`config.mk`:
```
export PLATFORM = sky130hd
export DESIGN_NAME = csi_packetizer
export DESIGN_NICKNAME = d
export VERILOG_FILES = /design/src/rtl/csi_packetizer.sv
export SDC_FILE = /design/constraint.sdc
export NUM_CORES = 2
export LEC_CHECK = 0
export ABC_AREA = 0
export BUFFER_PORTS_ARGS = -buffer_cell sky130_fd_sc_hd__buf_4
export CORE_UTILIZATION = 45
export DETAILED_ROUTE_END_ITERATION = 10
export SLEW_MARGIN = 30
export SYNTH_ARGS = -nofsm -noshare
export SYNTH_HDL_FRONTEND = slang
export SYNTH_MEMORY_MAX_BITS = 65536
export SYNTH_SLANG_ARGS = --single-unit
```
`constraint.sdc`:
```
create_clock -name aclk -period 8.9 [get_ports aclk]
set_input_delay 0.445 -clock aclk [delete_from_list [all_inputs] [get_ports aclk]]
set_output_delay 0.445 -clock aclk [all_outputs]
set_load 0.02 [all_outputs]
```
`src/rtl/csi_packetizer.sv`:
```
// csi_packetizer: ping-pong frame buffer between the CSI equalizer output and
// the DMA-facing AXI-Stream master. Each complete N_SC-word frame is emitted as
// {MAGIC, seq} followed by the N_SC stored words. The CSI input is never
// back-pressured; frames with no free bank are dropped and counted, and
// malformed frames are discarded and counted.
module csi_packetizer #(
  parameter int unsigned N_SC  = 64,
  parameter logic [15:0] MAGIC = 16'hC51A
) (
  input  logic        aclk,
  input  logic        aresetn,
  input  logic        s_axis_tvalid,
  input  logic [31:0] s_axis_tdata,
  input  logic        s_axis_tlast,
  output logic        s_axis_tready,
  output logic        m_axis_tvalid,
  output logic [31:0] m_axis_tdata,
  output logic        m_axis_tlast,
  input  logic        m_axis_tready,
  output logic [15:0] drop_count,
  output logic [15:0] err_count
);

  localparam int unsigned      CNT_W    = $clog2(N_SC);
  localparam logic [CNT_W-1:0] LAST_IDX = CNT_W'(N_SC - 1);

  typedef enum logic       {WR_FILL, WR_DISCARD}      wr_state_t;
  typedef enum logic [1:0] {RD_IDLE, RD_HDR, RD_DATA} rd_state_t;

  logic [31:0] mem [2][N_SC];
  logic [1:0]  full;
  logic [15:0] seq [2];

  wr_state_t        wr_state;
  logic [CNT_W-1:0] wr_cnt;
  logic             wr_bank;
  logic [15:0]      frame_seq;

  rd_state_t        rd_state;
  logic [CNT_W-1:0] rd_cnt;
  logic             rd_bank;

  logic             s_beat;
  logic             m_beat;
  logic             free_en;
  logic             wr_full_eff;
  logic             drop_beat;
  logic             store_beat;
  logic             at_end;
  logic             commit;
  logic             other_bank;
  logic [CNT_W-1:0] rd_next;

  function automatic logic [15:0] sat_inc(input logic [15:0] v);
    return (v == 16'hFFFF) ? v : v + 16'd1;
  endfunction

  assign s_beat      = s_axis_tvalid && s_axis_tready;
  assign m_beat      = m_axis_tvalid && m_axis_tready;
  // Bank release happens on the handshake of the last data beat.
  assign free_en     = (rd_state == RD_DATA) && m_beat && (rd_cnt == LAST_IDX);
  // A bank freed this cycle is already available to a frame starting this cycle.
  assign wr_full_eff = full[wr_bank] && !(free_en && (rd_bank == wr_bank));
  assign drop_beat   = s_beat && (wr_state == WR_FILL) && (wr_cnt == '0) && wr_full_eff;
  assign store_beat  = s_beat && (wr_state == WR_FILL) && !drop_beat;
  assign at_end      = (wr_cnt == LAST_IDX);
  assign commit      = store_beat && s_axis_tlast && at_end;
  assign other_bank  = ~rd_bank;
  assign rd_next     = rd_cnt + CNT_W'(1);

  // Write FSM: frame framing, drop/error accounting and bank switching.
  // NOTE: state registers use non-blocking assignments so every block sees the
  // previous cycle's values regardless of evaluation order.
  always_ff @(posedge aclk) begin
    if (!aresetn) begin
      wr_state      <= WR_FILL;
      wr_cnt        <= '0;
      wr_bank       <= 1'b0;
      frame_seq     <= '0;
      drop_count    <= '0;
      err_count     <= '0;
      s_axis_tready <= 1'b0;
    end else begin
      s_axis_tready <= 1'b1;
      if (s_beat) begin
        unique case (wr_state)
          WR_FILL: begin
            if (drop_beat) begin
              drop_count <= sat_inc(drop_count);
              if (!s_axis_tlast) wr_state <= WR_DISCARD;
            end else if (s_axis_tlast) begin
              wr_cnt <= '0;
              if (at_end) begin
                wr_bank   <= ~wr_bank;
                frame_seq <= frame_seq + 16'd1;
              end else begin
                err_count <= sat_inc(err_count);
              end
            end else if (at_end) begin
              err_count <= sat_inc(err_count);
              wr_cnt    <= '0;
              wr_state  <= WR_DISCARD;
            end else begin
              wr_cnt <= wr_cnt + CNT_W'(1);
            end
          end
          WR_DISCARD: begin
            if (s_axis_tlast) begin
              wr_state <= WR_FILL;
              wr_cnt   <= '0;
            end
          end
        endcase
      end
    end
  end

  // Per-bank full flags and sequence tags; set on commit, cleared on free.
  always_ff @(posedge aclk) begin
    if (!aresetn) begin
      full   <= '0;
      seq[0] <= '0;
      seq[1] <= '0;
    end else begin
      for (int b = 0; b < 2; b++) begin
        if (free_en && (rd_bank == 1'(b))) full[b] <= 1'b0;
        if (commit && (wr_bank == 1'(b))) begin
          full[b] <= 1'b1;
          seq[b]  <= frame_seq;
        end
      end
    end
  end

  // Frame storage write port.
  // NOTE: the storage array is deliberately not reset; the full flags alone
  // say whether a bank holds a valid frame.
  always_ff @(posedge aclk) begin
    if (store_beat) mem[wr_bank][wr_cnt] <= s_axis_tdata;
  end

  // Read FSM: output register doubles as the prefetch stage, so the next word
  // is loaded on the handshake and outputs hold steady while stalled.
  always_ff @(posedge aclk) begin
    if (!aresetn) begin
      rd_state      <= RD_IDLE;
      rd_bank       <= 1'b0;
      rd_cnt        <= '0;
      m_axis_tvalid <= 1'b0;
      m_axis_tlast  <= 1'b0;
      m_axis_tdata  <= '0;
    end else begin
      unique case (rd_state)
        RD_IDLE: begin
          if (full[rd_bank]) begin
            m_axis_tdata  <= {MAGIC, seq[rd_bank]};
            m_axis_tvalid <= 1'b1;
            m_axis_tlast  <= 1'b0;
            rd_state      <= RD_HDR;
          end
        end
        RD_HDR: begin
          if (m_axis_tready) begin
            m_axis_tdata <= mem[rd_bank][0];
            rd_cnt       <= '0;
            rd_state     <= RD_DATA;
          end
        end
        RD_DATA: begin
          if (m_axis_tready) begin
            if (rd_cnt == LAST_IDX) begin
              rd_bank      <= other_bank;
              m_axis_tlast <= 1'b0;
              if (full[other_bank]) begin
                m_axis_tdata <= {MAGIC, seq[other_bank]};
                rd_state     <= RD_HDR;
              end else begin
                m_axis_tvalid <= 1'b0;
                rd_state      <= RD_IDLE;
              end
            end else begin
              rd_cnt       <= rd_next;
              m_axis_tdata <= mem[rd_bank][rd_next];
              m_axis_tlast <= (rd_next == LAST_IDX);
            end
          end
        end
        default: rd_state <= RD_IDLE;
      endcase
    end
  end

endmodule
```
Word-level counts from Yosys, hierarchy flattened --
Memories as Yosys holds them, arrays and structs flattened. A register that Yosys moved wholly into a read port is not among the register bits. Cells that the tools add are included.
Operators by class: $add $sub $neg 5, multipliers 0, div/mod/pow operators 0, $lt $le $gt $ge 6, equal/unequal tests 18, shifts and indexed selects 0, multiplexer cells 70, bitwise logic cells 9, reductions and logical operators 37
Operator list (count):
- 2048-bit two-way mux | 1
- 32-bit two-way mux | 8
- 32-bit binary-select mux with 6-bit select | 1
- 32-bit demux with 6-bit select | 1
- 16-bit two-way mux | 6
- 32-bit case mux with 3 select lines | 1
- 16-bit by 1-bit adder with 16-bit output (second input constant) | 3
- 6-bit two-way mux | 7
- 1-bit two-way mux | 35
- 16-bit == test (second input constant) | 2
- 6-bit case mux with 2 select lines | 2
- 5-bit AND reduction | 4
- 6-bit == test (second input constant) | 3
- 1-bit logical AND | 17
- 2-bit != test (second input constant) | 8
- 7-bit >= comparator (second input constant) | 2
- 6-bit inverter with 7-bit output | 2
- 6-bit by 1-bit adder with 6-bit output (second input constant) | 2
- 4-bit AND reduction | 3
- 2-bit nonzero test | 5
- 3-bit AND reduction | 3
- 2-bit two-way mux | 4
- 7-bit by 1-bit less-than comparator with 1-bit output (second input constant) | 1
- 6-bit zero test | 1
- other kinds (13) | 23
Storage, ports and cells: bits in registers 102, bits in latches 0, bits in writable memories 4128, ROM bits 0, input port bits 37, output and inout port bits 67, logic and storage cells 162, memories kept 2
Memory list:
- mem | depth 2, width 2048, rd ports 1, clocked after memory_dff 1, wr ports 1, line 30 | logic [31:0] mem [2][N_SC];
- seq | depth 2, width 16, rd ports 2, clocked after memory_dff 1, wr ports 2, line 32 | logic [15:0] seq [2];

Depth between registers and ports, before layout --
word-level depth 16, gate-level depth with buffers 17, depth with buffers taken out 9

Worst setup path after synthesis --
No wires, ideal clock.
kind register to register, start point register rd_cnt[1], end point memory mem[1][192] (netlist name) (enable), setup time 0.421 ns, arrival time 3.484 ns, required time 8.479 ns, setup slack 4.995 ns, stages on the path, launching flop included 10, path buffers 2, path through dfxtp_1 ha_1 buf_2 and3_1 nand4_2 o2111a_1 nor3_1 nand3_1 clkbuf_1 nor2_1
On the way: longest elaborated chain between the ends 10
Ends and longest elaborated chain:
- start: declaration | line 40 | logic [CNT_W-1:0] rd_cnt;
- start signal: assignment | line 182 | rd_cnt <= rd_next;
- 6-bit == test | line 61 | assign free_en = (rd_state == RD_DATA) && m_beat && (rd_cnt == LAST_IDX);
- 1-bit logical AND | line 61
- 1-bit logical AND | line 63 | assign wr_full_eff = full[wr_bank] && !(free_en && (rd_bank == wr_bank));
- 1-bit zero test | line 63
- 1-bit logical AND | line 63
- 1-bit logical AND | line 64 | assign drop_beat = s_beat && (wr_state == WR_FILL) && (wr_cnt == '0) && wr_full_eff;
- 1-bit zero test | line 65 | assign store_beat = s_beat && (wr_state == WR_FILL) && !drop_beat;
- 1-bit logical AND | line 65
- 1-bit two-way mux | line 139 | if (store_beat) mem[wr_bank][wr_cnt] <= s_axis_tdata;
- 2048-bit two-way mux (implied by the code) | line 139
- end: declaration | line 30
Every way passes these cells.

Final worst setup path --
start point register rd_cnt[2], end point register m_axis_tdata[14]
On the way: longest elaborated chain between the ends 8, elaborated cells on any way between the ends 11
Ends and longest elaborated chain:
- 6-bit by 1-bit adder with 6-bit output | line 69 | assign rd_next = rd_cnt + CNT_W'(1);
- 6-bit inverter with 7-bit output (implied by the code) | line 183 | m_axis_tdata <= mem[rd_bank][rd_next];
- 32-bit binary-select mux with 6-bit select | line 183
- 32-bit two-way mux (implied by the code) (2 in series) | line 183
- 32-bit two-way mux | line 171 | if (rd_cnt == LAST_IDX) begin
- 32-bit two-way mux | line 170 | if (m_axis_tready) begin
- 32-bit case mux with 3 select lines | line 153 | unique case (rd_state)
- end signal: assignment | line 156 | m_axis_tdata <= {MAGIC, seq[rd_bank]};
- end signal: assignment | line 175 | m_axis_tdata <= {MAGIC, seq[other_bank]};
- end signal: assignment | line 183
- end: declaration | line 17 | output logic [31:0] m_axis_tdata,
Several ways; a longest one is shown, not always the timed one. The select of a mux whose other input is x is not followed. A chain may end at the register's enable or synchronous reset.

==> load_flow_metrics.sql <==
INSERT INTO impl_metrics (metric_group, metric, value, unit) VALUES
('route', 'via_count', '81000', ''),
('grt', 'via_count_of_the_first_global_routing_pass', '80400', ''),
('route', 'first_pass_iters', '5', ''),
('clock_network', 'clock_tree.htree_level_count', '5', ''),
('critical_path', 'timing_worst_setup_path_type', 'flop to flop', ''),
('sta', 'maxClockFrequency', '188', 'MHz'),
('power_and_ir_drop', 'power_density', '215', 'nW/µm²'),
('sta', 'rsz_0062_raised_after_global_routing', 'no', ''),
('route', 'final_antenna_net_count', '0', ''),
('critical_path', 'setup.worst_path.start_class', 'flop', ''),
('sta', 'final_hold_slack', '-0.00405', 'ns'),
('grt', 'pin_count_of_the_biggest_net_entering_global_routing', '134', ''),
('grt', 'groute.usage.overall', '24.9', '%'),
('clock_network', 'clock_latency', '1.00', 'ns'),
('place', 'portBuffers', '103', ''),
('sta', 'clock-skew-final', '0.0818', 'ns'),
('sta', 'layout_min_cycle_time', '5.33', 'ns'),
('route', 'drcViolationCount', '0', ''),
('die', 'num_rows', '221', ''),
('layout', 'layout-area-overhead-vs-synth', '14.5', '%'),
('outcome', 'result_of_the_run', 'complete, but fails checks', ''),
('synthesis', 'post-synth-top-area-fraction', '75.7', '%'),
('clock_network', 'cts-root-to-sink-buffers', '4', ''),
('synthesis', 'synth_cell_type_count', '74', ''),
('power_and_ir_drop', 'static_leakage', '56.2', 'nW'),
('outcome', 'violations', 'negative hold slack', ''),
('critical_path', 'timing.reg2reg.setup_slack', '3.57', 'ns'),
('layout', 'finish.utilization', '51.8', '%'),
('synthesis', 'synth_edf_count', '4128', ''),
('route', 'routed_via_density', '6.20', ''),
('sta', 'relSlewSlack', '24.2', '%'),
('die', 'die_h', '605', 'µm'),
('synthesis', 'syn-cell-area', '164000', 'µm²'),
('synthesis', 'async_reset_ff_share', '0', '%'),
('critical_path', 'worst_ep_arrival_time', '6.18', 'ns'),
('place', 'detailed_place_hpwl', '281000', 'µm'),
('route', 'avgRoutedWirePerCell', '35.0', 'µm'),
('layout', 'layout-drive-gt1-share', '28.3', '%'),
('grt', 'grt_first_pass_wirelength', '637000', 'µm'),
('clock_network', 'post_cts_resize_count', '0', ''),
('sta', 'worstMarginPinSlew', '1.13', 'ns'),
('clock_network', 'clockRootBuffer', 'clkbuf_16', ''),
('synthesis', 'synth_top_cell_by_area', 'edfxtp_1', ''),
('critical_path', 'slowest_stage', 'o21ai_0', ''),
('synthesis', 'postSynthAreaPerCell', '21.9', 'µm²'),
('sta', 'hold_viol_final', '1', ''),
('layout', 'num-nets-final', '7954', ''),
('route', 'iteration_0_drc_count_of_the_detailed_router', '11700', ''),
('critical_path', 'worstPathBufferInverterCount', '1', ''),
('sta', 'final_min_period_over_clock_period', '59.9', '%'),
('synthesis', 'postSynthCellCount', '7483', ''),
('synthesis', 'synth_seq_cells', '4231', ''),
('synthesis', 'synthesis_warning_total', '0', ''),
('clock_network', 'cts-buffers-inserted', '427', ''),
('sta', 'timing.final.setup_violations', '0', ''),
('synthesis', 'synth_seq_area_share', '77.0', '%'),
('synthesis', 'synthesis.nets', '7532', ''),
('synthesis', 'cells_taking_the_most_area_after_synthesis', 'edfxtp_1, mux4_2, dfxtp_1', ''),
('synthesis', 'synth_ff_type', 'edfxtp_1', ''),
('clock_network', 'clkSlewWorstSetupHoldPaths', '0.07', 'ns'),
('grt', 'number_of_antenna_violations_at_the_first_check_in_global_routing', '33', ''),
('sta', 'timing_max_transition_violations_final', '0', ''),
('critical_path', 'cpPeakStageDelay', '1.15', 'ns'),
('die', 'dieArea', '366000', 'µm²'),
('die', 'die_width', '605', 'µm'),
('critical_path', 'path_delay_family', 'simple AND/OR/NAND/NOR gates', ''),
('die', 'io-pin-count', '104', ''),
('die', 'core', '362000', 'µm²'),
('route', 'routed_wirelength', '458000', 'µm'),
('critical_path', 'timing.critical_path.to_type', 'flop', ''),
('die', 'starting_density_of_the_core', '45.2', '%'),
('place', 'gp_congestion', '0.977', ''),
('critical_path', 'cp_cell_sequence', 'and4_1 > nand3_1 > nand2_4 > buf_12 > nand2_1 > o21ai_0 > a211o_1 > o311ai_0', ''),
('job', 'drv.max_cap_violation_count', '0', ''),
('clock_network', 'tritoncts_num_sinks', '4231', ''),
('critical_path', 'crit_path_max_fanout', '44', ''),
('power_and_ir_drop', 'vdd_ir_drop_max', '181', 'µV'),
('power_and_ir_drop', 'post-layout-total-power', '0.0404', 'W'),
('worst_hold_path', 'timing.hold.worst.class', 'input pin to flop', ''),
('critical_path', 'critPathRequiredTime', '9.75', 'ns'),
('grt', 'global_route.overflow_total', '0', ''),
('sta', 'final.setup.tns', '0', 'ns'),
('clock_network', 'tritoncts_clock_tree', 'built', '');
## worst reg2reg max path: cells and delay by family, from the launching register on
kind	cells	cell delay [ns]
simple gates	4	2.39
buf+inv	1	0.45
flops	1	0.74
compound gates	3	1.62
## sequential cells by signal, summed over array words and instances, names as in the netlist, 6 cells and up, named ones only
| name | count |
|---|---|
| drop_count | 16 |
| m_axis_tdata | 32 |
| wr_cnt | 6 |
| mem | 4096 |
| seq | 32 |
| err_count | 16 |
| frame_seq | 16 |
| rd_cnt | 6 |
## through the flow
stage / cells / setup slack [ns] / instance area (µm²)
3_5_place_dp: 12200 / 3.79 / 173000
2_1_floorplan: 7483 / 4.99 / 164000
3_3_place_gp: 12200 / 3.65 / 171000
5_1_grt: 13100 / 3.58 / 187000
6_report: 13100 / 3.57 / 188000
4_1_cts: 13100 / 3.78 / 187000
## where the power goes
| group | internal (W) | switching [W] | total, W | leakage (nW) |
|---|---|---|---|---|
| registers | 0.0219 | 0.00000797 | 0.0219 | 37.9 |
| logic | 0.0000557 | 0.000446 | 0.000501 | 11.4 |
| clock network | 0.0104 | 0.00761 | 0.0180 | 6.86 |
| total | 0.0323 | 0.00806 | 0.0404 | 56.2 |
## area by class of cell
type / count / area [µm²]
fill: 28000 / 175000
sequential: 4231 / 126000
multi-input combinational: 2804 / 36600
clock buffer: 530 / 11300
tap: 4794 / 6000
timing repair buffer: 410 / 4660
clock inverter: 259 / 2720
inverter: 31 / 116
antenna: 15 / 37.5
## logic make-up after synthesis
group / Yosys count / synth area share [%]
fa+ha+maj: 12 / 0.0917
xor+xnor: 39 / 0.220
compound gates: 514 / 2.15
simple gates: 903 / 2.43
flops: 4231 / 77.0
mux: 1336 / 16.7
buf+inv: 448 / 1.41
## cells in the mapped netlist, types with 31 or more instances
master and count:
buf_2 134, nor2_1 301, clkbuf_1 147, mux2i_1 183, o22ai_1 49, dfxtp_1 103
mux2_2 35, edfxtp_1 4128, nand3_1 104, a21oi_1 107, a31oi_1 35, mux4_2 1118
nand2_1 320, o21ai_0 77, o211ai_1 31, buf_4 89
## timing repair
item | CTS | global route
buffers inserted | 0 | 0
hold buffers | 16 | 0
hold endpoints to repair | 333 | 0
## cell usage in the layout (no fill, tap or decap), types with 23 or more instances in the layout
master	n
a211oi_1	30
a21oi_1	97
a31oi_1	35
and3_1	29
buf_12	23
buf_16	59
buf_4	300
bufinv_16	47
clkbuf_1	86
clkbuf_16	435
clkinv_1	98
clkinv_2	79
dfxtp_1	101
edfxtp_1	4128
inv_1	27
mux2_2	35
mux2i_1	181
mux4_2	1118
nand2_1	317
nand3_1	99
nand4_1	25
nor2_1	168
nor2_4	129
nor2b_1	30
o2111ai_1	24
o211ai_1	31
o21ai_0	77
o221ai_1	30
o22ai_1	49
or3_1	26
## final timing paths
kind / start / end / cells after the start
min reg2reg: drop_count[11] / drop_count[11] / 2
min: s_axis_tdata[11] / mem[1][779] / 1
max: rd_cnt[2] / m_axis_tdata[14] / 8
max reg2reg: rd_cnt[2] / m_axis_tdata[14] / 8
## metal layers
layer | up-vias | share of wire (%) | routed length [µm] | GRT usage, %
li1 | 32500 | - | - | -
met3 | 721 | 9.7 | 44600 | 5.33
met4 | 4 | 4.3 | 19800 | 9.39
met2 | 4037 | 46 | 210000 | 37.8
met1 | 43800 | 40 | 184000 | 35.7
met5 | - | 0.0057 | 26 | 0
Power figures use the tool's default switching activity.
